### config.mk
export PLATFORM = sky130hd
export DESIGN_NAME = axi_rd_arbiter
export DESIGN_NICKNAME = d
export VERILOG_FILES = /design/src/rtl/axi_arb_pkg.sv /design/src/rtl/arb_pick.sv /design/src/rtl/axi_rd_arbiter.sv
export SDC_FILE = /design/constraint.sdc
export NUM_CORES = 1
export LEC_CHECK = 0
export CAP_MARGIN = 40
export CORE_UTILIZATION = 25
export DETAILED_ROUTE_END_ITERATION = 8
export PLACE_DENSITY = 0.76
export SETUP_SLACK_MARGIN = 0.2
export SLEW_MARGIN = 20
export SYNTH_ARGS = -nofsm -noshare
export SYNTH_HDL_FRONTEND = slang
export SYNTH_SLANG_ARGS = --single-unit
### constraint.sdc
create_clock -name clk -period 1.7 [get_ports clk]
set_clock_uncertainty 0.05 [all_clocks]
set_input_delay 0.34 -clock clk [delete_from_list [all_inputs] [get_ports clk]]
set_output_delay 0.34 -clock clk [all_outputs]
set_load 0.05 [all_outputs]
### src/rtl/axi_arb_pkg.sv
// rtl/axi_arb_pkg.sv - shared types and constants for the AXI read-channel arbiter
package axi_arb_pkg;

  typedef enum logic [1:0] {
    IDLE = 2'd0,
    ADDR = 2'd1,
    DATA = 2'd2
  } arb_state_t;

  localparam logic ARB_M_ICACHE = 1'b0;
  localparam logic ARB_M_DCACHE = 1'b1;

  localparam logic [1:0] AXI_RESP_OKAY   = 2'b00;
  localparam logic [1:0] AXI_RESP_EXOKAY = 2'b01;
  localparam logic [1:0] AXI_RESP_SLVERR = 2'b10;
  localparam logic [1:0] AXI_RESP_DECERR = 2'b11;

endpackage

### src/rtl/arb_pick.sv
// rtl/arb_pick.sv - 2-way combinational picker; AXI_RD_ARB_RR_EN selects round-robin ties
module arb_pick
  import axi_arb_pkg::*;
(
  input  logic [1:0] req,
  input  logic       last,
  output logic       gnt_idx
);

`ifdef AXI_RD_ARB_RR_EN
  // On a tie the master not granted last time wins.
  always_comb begin
    if (req == 2'b11)
      gnt_idx = ~last;
    else if (req[1])
      gnt_idx = ARB_M_DCACHE;
    else
      gnt_idx = ARB_M_ICACHE;
  end
`else
  logic unused_last;
  assign unused_last = last;
  assign gnt_idx = req[1] ? ARB_M_DCACHE : ARB_M_ICACHE;
`endif

endmodule

### src/rtl/axi_rd_arbiter.sv
// rtl/axi_rd_arbiter.sv - shares one AXI read channel between ICache and DCache; AXI_RD_ARB_RR_EN enables round-robin
module axi_rd_arbiter
  import axi_arb_pkg::*;
#(
  parameter int ADDR_W = 32,
  parameter int DATA_W = 32,
  parameter int LEN_W  = 8
) (
  input  logic                  clk,
  input  logic                  rst,
  input  logic [2*ADDR_W-1:0]   m_araddr,
  input  logic [2*LEN_W-1:0]    m_arlen,
  input  logic [5:0]            m_arsize,
  input  logic [1:0]            m_arvalid,
  output logic [1:0]            m_arready,
  output logic [DATA_W-1:0]     m_rdata,
  output logic [1:0]            m_rresp,
  output logic                  m_rlast,
  output logic [1:0]            m_rvalid,
  input  logic [1:0]            m_rready,
  output logic [3:0]            s_arid,
  output logic [ADDR_W-1:0]     s_araddr,
  output logic [LEN_W-1:0]      s_arlen,
  output logic [2:0]            s_arsize,
  output logic                  s_arvalid,
  input  logic                  s_arready,
  input  logic [DATA_W-1:0]     s_rdata,
  input  logic [1:0]            s_rresp,
  input  logic                  s_rlast,
  input  logic                  s_rvalid,
  output logic                  s_rready,
  output logic                  busy,
  output logic                  len_err
);

  arb_state_t       state_q, state_d;
  logic             grant_q;
  logic             pick_idx;
  logic             last_gnt;
  logic [LEN_W-1:0] len_q, beat_q;
  logic             len_err_q;
  logic             ar_hs;
  logic             beat;
  logic             err_now;
  logic             grant_load;

  assign grant_load = (state_q == IDLE) && (|m_arvalid);

  arb_pick u_pick (
    .req     (m_arvalid),
    .last    (last_gnt),
    .gnt_idx (pick_idx)
  );

`ifdef AXI_RD_ARB_RR_EN
  logic last_q;

  // Resets to DCache so ICache wins the first tie.
  always_ff @(posedge clk or posedge rst) begin
    if (rst)
      last_q <= ARB_M_DCACHE;
    else if (grant_load)
      last_q <= pick_idx;
  end

  assign last_gnt = last_q;
`else
  assign last_gnt = 1'b0;
`endif

  assign s_arid   = {3'b000, grant_q};
  assign s_araddr = grant_q ? m_araddr[2*ADDR_W-1:ADDR_W] : m_araddr[ADDR_W-1:0];
  assign s_arlen  = grant_q ? m_arlen[2*LEN_W-1:LEN_W]    : m_arlen[LEN_W-1:0];
  assign s_arsize = grant_q ? m_arsize[5:3]               : m_arsize[2:0];

  assign m_rdata = s_rdata;
  assign m_rresp = s_rresp;
  assign m_rlast = s_rlast;

  always_comb begin
    state_d   = state_q;
    s_arvalid = 1'b0;
    m_arready = 2'b00;
    m_rvalid  = 2'b00;
    s_rready  = 1'b0;
    ar_hs     = 1'b0;
    beat      = 1'b0;
    case (state_q)
      IDLE: begin
        if (|m_arvalid)
          state_d = ADDR;
      end
      ADDR: begin
        s_arvalid          = m_arvalid[grant_q];
        m_arready[grant_q] = s_arready;
        ar_hs              = m_arvalid[grant_q] & s_arready;
        if (ar_hs)
          state_d = DATA;
        else if (!m_arvalid[grant_q])
          state_d = IDLE;
      end
      DATA: begin
        m_rvalid[grant_q] = s_rvalid;
        s_rready          = m_rready[grant_q];
        beat              = s_rvalid & m_rready[grant_q];
        if (beat && s_rlast)
          state_d = IDLE;
      end
      default: state_d = IDLE;
    endcase
  end

  // rlast early, or a non-last beat already at the announced length.
  assign err_now = beat & ((s_rlast & (beat_q != len_q)) | (~s_rlast & (beat_q == len_q)));

  always_ff @(posedge clk or posedge rst) begin
    if (rst) begin
      state_q   <= IDLE;
      grant_q   <= ARB_M_ICACHE;
      len_q     <= '0;
      beat_q    <= '0;
      len_err_q <= 1'b0;
    end else begin
      state_q <= state_d;
      if (grant_load)
        grant_q <= pick_idx;
      if (ar_hs) begin
        len_q  <= s_arlen;
        beat_q <= '0;
      end else if (beat) begin
        beat_q <= beat_q + LEN_W'(1);
      end
      if (err_now)
        len_err_q <= 1'b1;
    end
  end

  assign len_err = len_err_q | err_now;
  assign busy    = (state_q != IDLE);

endmodule

==> results.yml <==
setup_path:
  r2r_setup_slack_ps: -250
  critical_path.startpoint_type: "flop"
  critPathBufInv: 2
  critical_path.max_stage_delay_ps: 390
  cp_data_required_time_ps: 1310
  crit_fanout: 2
  critical-path-top-delay-family: "flip-flops"
  critical_path_class: "reg -> out"
  critical_path_arrival_ps: 1800
  cp-end-kind: "output pin"
  timing.critical_path.slowest_stage_cell: "sky130_fd_sc_hd__dfrtp_1"
  path_cells: "xor2_1, nor4_2, buf_4, a2111oi_2, a311o_2, buf_6"
worst_hold_path:
  min_path_type: "in -> async"
global_route:
  grt_pass1_wl_um: 10100
  number_of_antenna_violations_at_the_first_check_in_global_routing: 0
  grt_overflow_total: 0
  grt_pass1_vias: 2112
  track_usage: 0.171
  grt_start_max_net_pins: 21
power:
  seq_power_share: 0.098
  intPower_mw: 4.64
  power.switching_mw: 3.31
  power_leakage_nw: 2.19
  power.share.switching: 0.417
  power_density_nw_per_um2: 1650
  power.clock.fraction: 0.046
  combPwrFrac: 0.856
  irDropWorstVdd_uv: 910
sta:
  holdWs_ps: 370
  period_minus_slack_ps: 2190
  fmaxAchievable_ghz: 0.457
  setup_slack_ps: -490
  finalHoldViolCount: 0
  rsz_0062_raised_after_global_routing: "yes"
  setup_viol: 65
  timing.final.max_slew_violations: 0
  min_period_over_period: 1.29
drt:
  detail_route.iter0.violations: 30
  ant_nets: 0
  drc_errors: 0
  num_vias: 2042
  drt-vias-per-instance: 4.48
  routed_wl_um: 7300
  drt_pre_antenna_iters: 4
  drt-wirelength-per-cell_um: 16.0
cells_and_area:
  n_antenna_cell: 0
  area_growth_synth_to_finish_pct: 155
  area_occupied_by_multi_input_gates_sq_um: 1380
  post_route_cells_drive_above_1_share: 0.560
  fillerInstances: 545
  commonest_cells_after_routing_fill_and_taps_aside: "sky130_fd_sc_hd__clkdlybuf4s50_1 (90), sky130_fd_sc_hd__buf_12 (58), sky130_fd_sc_hd__mux2_4 (50), sky130_fd_sc_hd__buf_4 (31), sky130_fd_sc_hd__buf_6 (21)"
  finalNetCount: 488
  final-seq-area_sq_um: 502
  post_layout_nonfiller_instances: 456
  layout.cells.most_common: "sky130_fd_sc_hd__clkdlybuf4s50_1"
floorplanning:
  full_die_area_sq_um: 7900
  die_h_um: 88.9
  initial_utilization: 0.259
  die_width_um: 88.9
  ios: 219
  placementRows: 31
  coreArea_sq_um: 7290
synthesis:
  postSynthRegisterBits: 20
  synth_cell_types: 29
  synth_sequential_area_ratio: 0.265
  number_of_enable_flip_flop_cells_after_synthesis: 0
  netlist_area_sq_um: 1890
  synthesis.area_per_instance_sq_um: 10.2
  synth_async_sr_flop_share: 1.00
  synthFlopType: "sky130_fd_sc_hd__dfrtp_1"
  yosys_warnings: 0
  postSynthCellCount: 185
placement:
  post_dp_hpwl_um: 5300
  placement.io_buffers: 147
  detailedPlace.worstSlack_ps: -427
  finalWeightedCongestion: 0.785
  place_inst: 419
clock_network:
  clk_pin_slew_ps: 70
  cts-buffers-inserted: 3
  cell_at_the_root_of_the_clock_tree: "sky130_fd_sc_hd__clkbuf_8"
  cts-hold-fix-buffers: 0
  tritoncts_clock_tree: "yes"
  clock_tree.buffer_depth: 2
  cts_max_level: 1
  worst_skew_pair_latency_ps: 260
  cts.sinks: 20
outcome:
  status: "complete, but fails checks"
  violations: "negative setup slack"
flow_run:
  max_cap_viol_count: 0
final cells by class:
| class | count | area share |
|---|---|---|
| repair buffers | 211 | 0.568 |
| multi-input cells | 117 | 0.286 |
| well taps | 99 | 0.0257 |
| flip-flops and latches | 20 | 0.104 |
| inverters | 5 | 0.00493 |
| clock buffers | 4 | 0.0114 |
final timing paths:
check | start | endpoint | depth (start not counted)
max | beat_q[0]$_DFFE_PP0P_ | len_err | 6
min | rst | beat_q[1]$_DFFE_PP0P_ | 3
min reg2reg | len_err_q$_DFFE_PP0P_ | len_err_q$_DFFE_PP0P_ | 1
max in group asynchronous | rst | grant_q$_DFFE_PP0P_ | 3
max reg2reg | grant_q$_DFFE_PP0P_ | len_q[1]$_DFFE_PP0P_ | 9
min in group clk | len_err_q$_DFFE_PP0P_ | len_err_q$_DFFE_PP0P_ | 1
sequential cells by signal, summed over array words and instances, names as in the netlist:
signal and flops:
len_q 8, grant_q 1, state_q 2, beat_q 8
len_err_q 1
routing by layer:
layer / wire length, um / track usage / vias to the layer above
li1: - / - / 953
met1: 2540 / 0.173 / 956
met2: 4000 / 0.341 / 127
met3: 669 / 0.0513 / 6
met4: 92 / 0.0396 / 0
met5: 0 / 0 / -
what timing repair did:
action | CTS | global route
setup endpoints to repair | 70 | 71
pin swaps | 9 | 8
gates cloned | 4 | 1
gates resized for setup | 58 | 25
buffers inserted | 20 | 8
cells in the mapped netlist (all sizes together), types with 2 or more instances:
cell / instances / area [sq um]
a21oi: 2 / 10.0
a311o: 2 / 20.0
buf: 45 / 325
dfrtp: 20 / 500
inv: 5 / 18.8
mux2: 51 / 574
mux2i: 3 / 42.5
nand2: 4 / 15.0
nand3b: 2 / 15.0
nand4: 4 / 25.0
nor2: 14 / 55.1
nor2b: 2 / 12.5
nor3b: 2 / 15.0
nor4: 2 / 12.5
nor4b: 3 / 53.8
o21ai: 4 / 20.0
xnor2: 5 / 43.8
xor2: 8 / 70.1
power by group through the flow:
| stage | clock, mW | sequential [mW] | combinational [mW] |
|---|---|---|---|
| after global routing | 0.388 | 0.791 | 7.07 |
| after global placement | 0 | 0.763 | 5.39 |
| after detailed placement | 0 | 0.776 | 5.45 |
| final | 0.367 | 0.777 | 6.81 |
| after floorplan | 0 | 0.775 | 3.29 |
| after CTS | 0.366 | 0.769 | 6.50 |
stage by stage:
step | cell area, sq um | power, mW | setup TNS [ps] | util
after detailed placement | 4130 | 6.23 | -4330 | 0.566
after floorplan | 2130 | 4.07 | -284 | -
final | 4820 | 7.95 | -17490 | 0.661
after global placement | 4130 | 6.15 | -3360 | 0.566
after CTS | 4640 | 7.63 | -16200 | 0.636
after global routing | 4820 | 8.25 | -19810 | 0.661
worst register-to-register path, cell delays in order (launching register included):
cell	delay, ps
sky130_fd_sc_hd__dfrtp_2	460
sky130_fd_sc_hd__buf_6	150
sky130_fd_sc_hd__buf_12	140
sky130_fd_sc_hd__mux2i_1	110
sky130_fd_sc_hd__buf_4	150
sky130_fd_sc_hd__buf_6	120
sky130_fd_sc_hd__nor2_4	120
sky130_fd_sc_hd__buf_6	120
sky130_fd_sc_hd__buf_16	120
sky130_fd_sc_hd__mux2_4	290
cell families (layout without fill, tap and decap cells):
family,Yosys count,after routing,share of synthesized area
multiplexers,54,54,0.327
buffers and inverters,50,220,0.182
AND/OR/NAND/NOR,34,34,0.111
flip-flops,20,20,0.265
XOR/XNOR,13,13,0.0603
AO/OA/AOI/OAI,12,12,0.0458
adder cells (fa/ha/maj),1,1,0.00663
other,1,3,0.00199
Note: power is estimated with default switching activity, not from simulation.
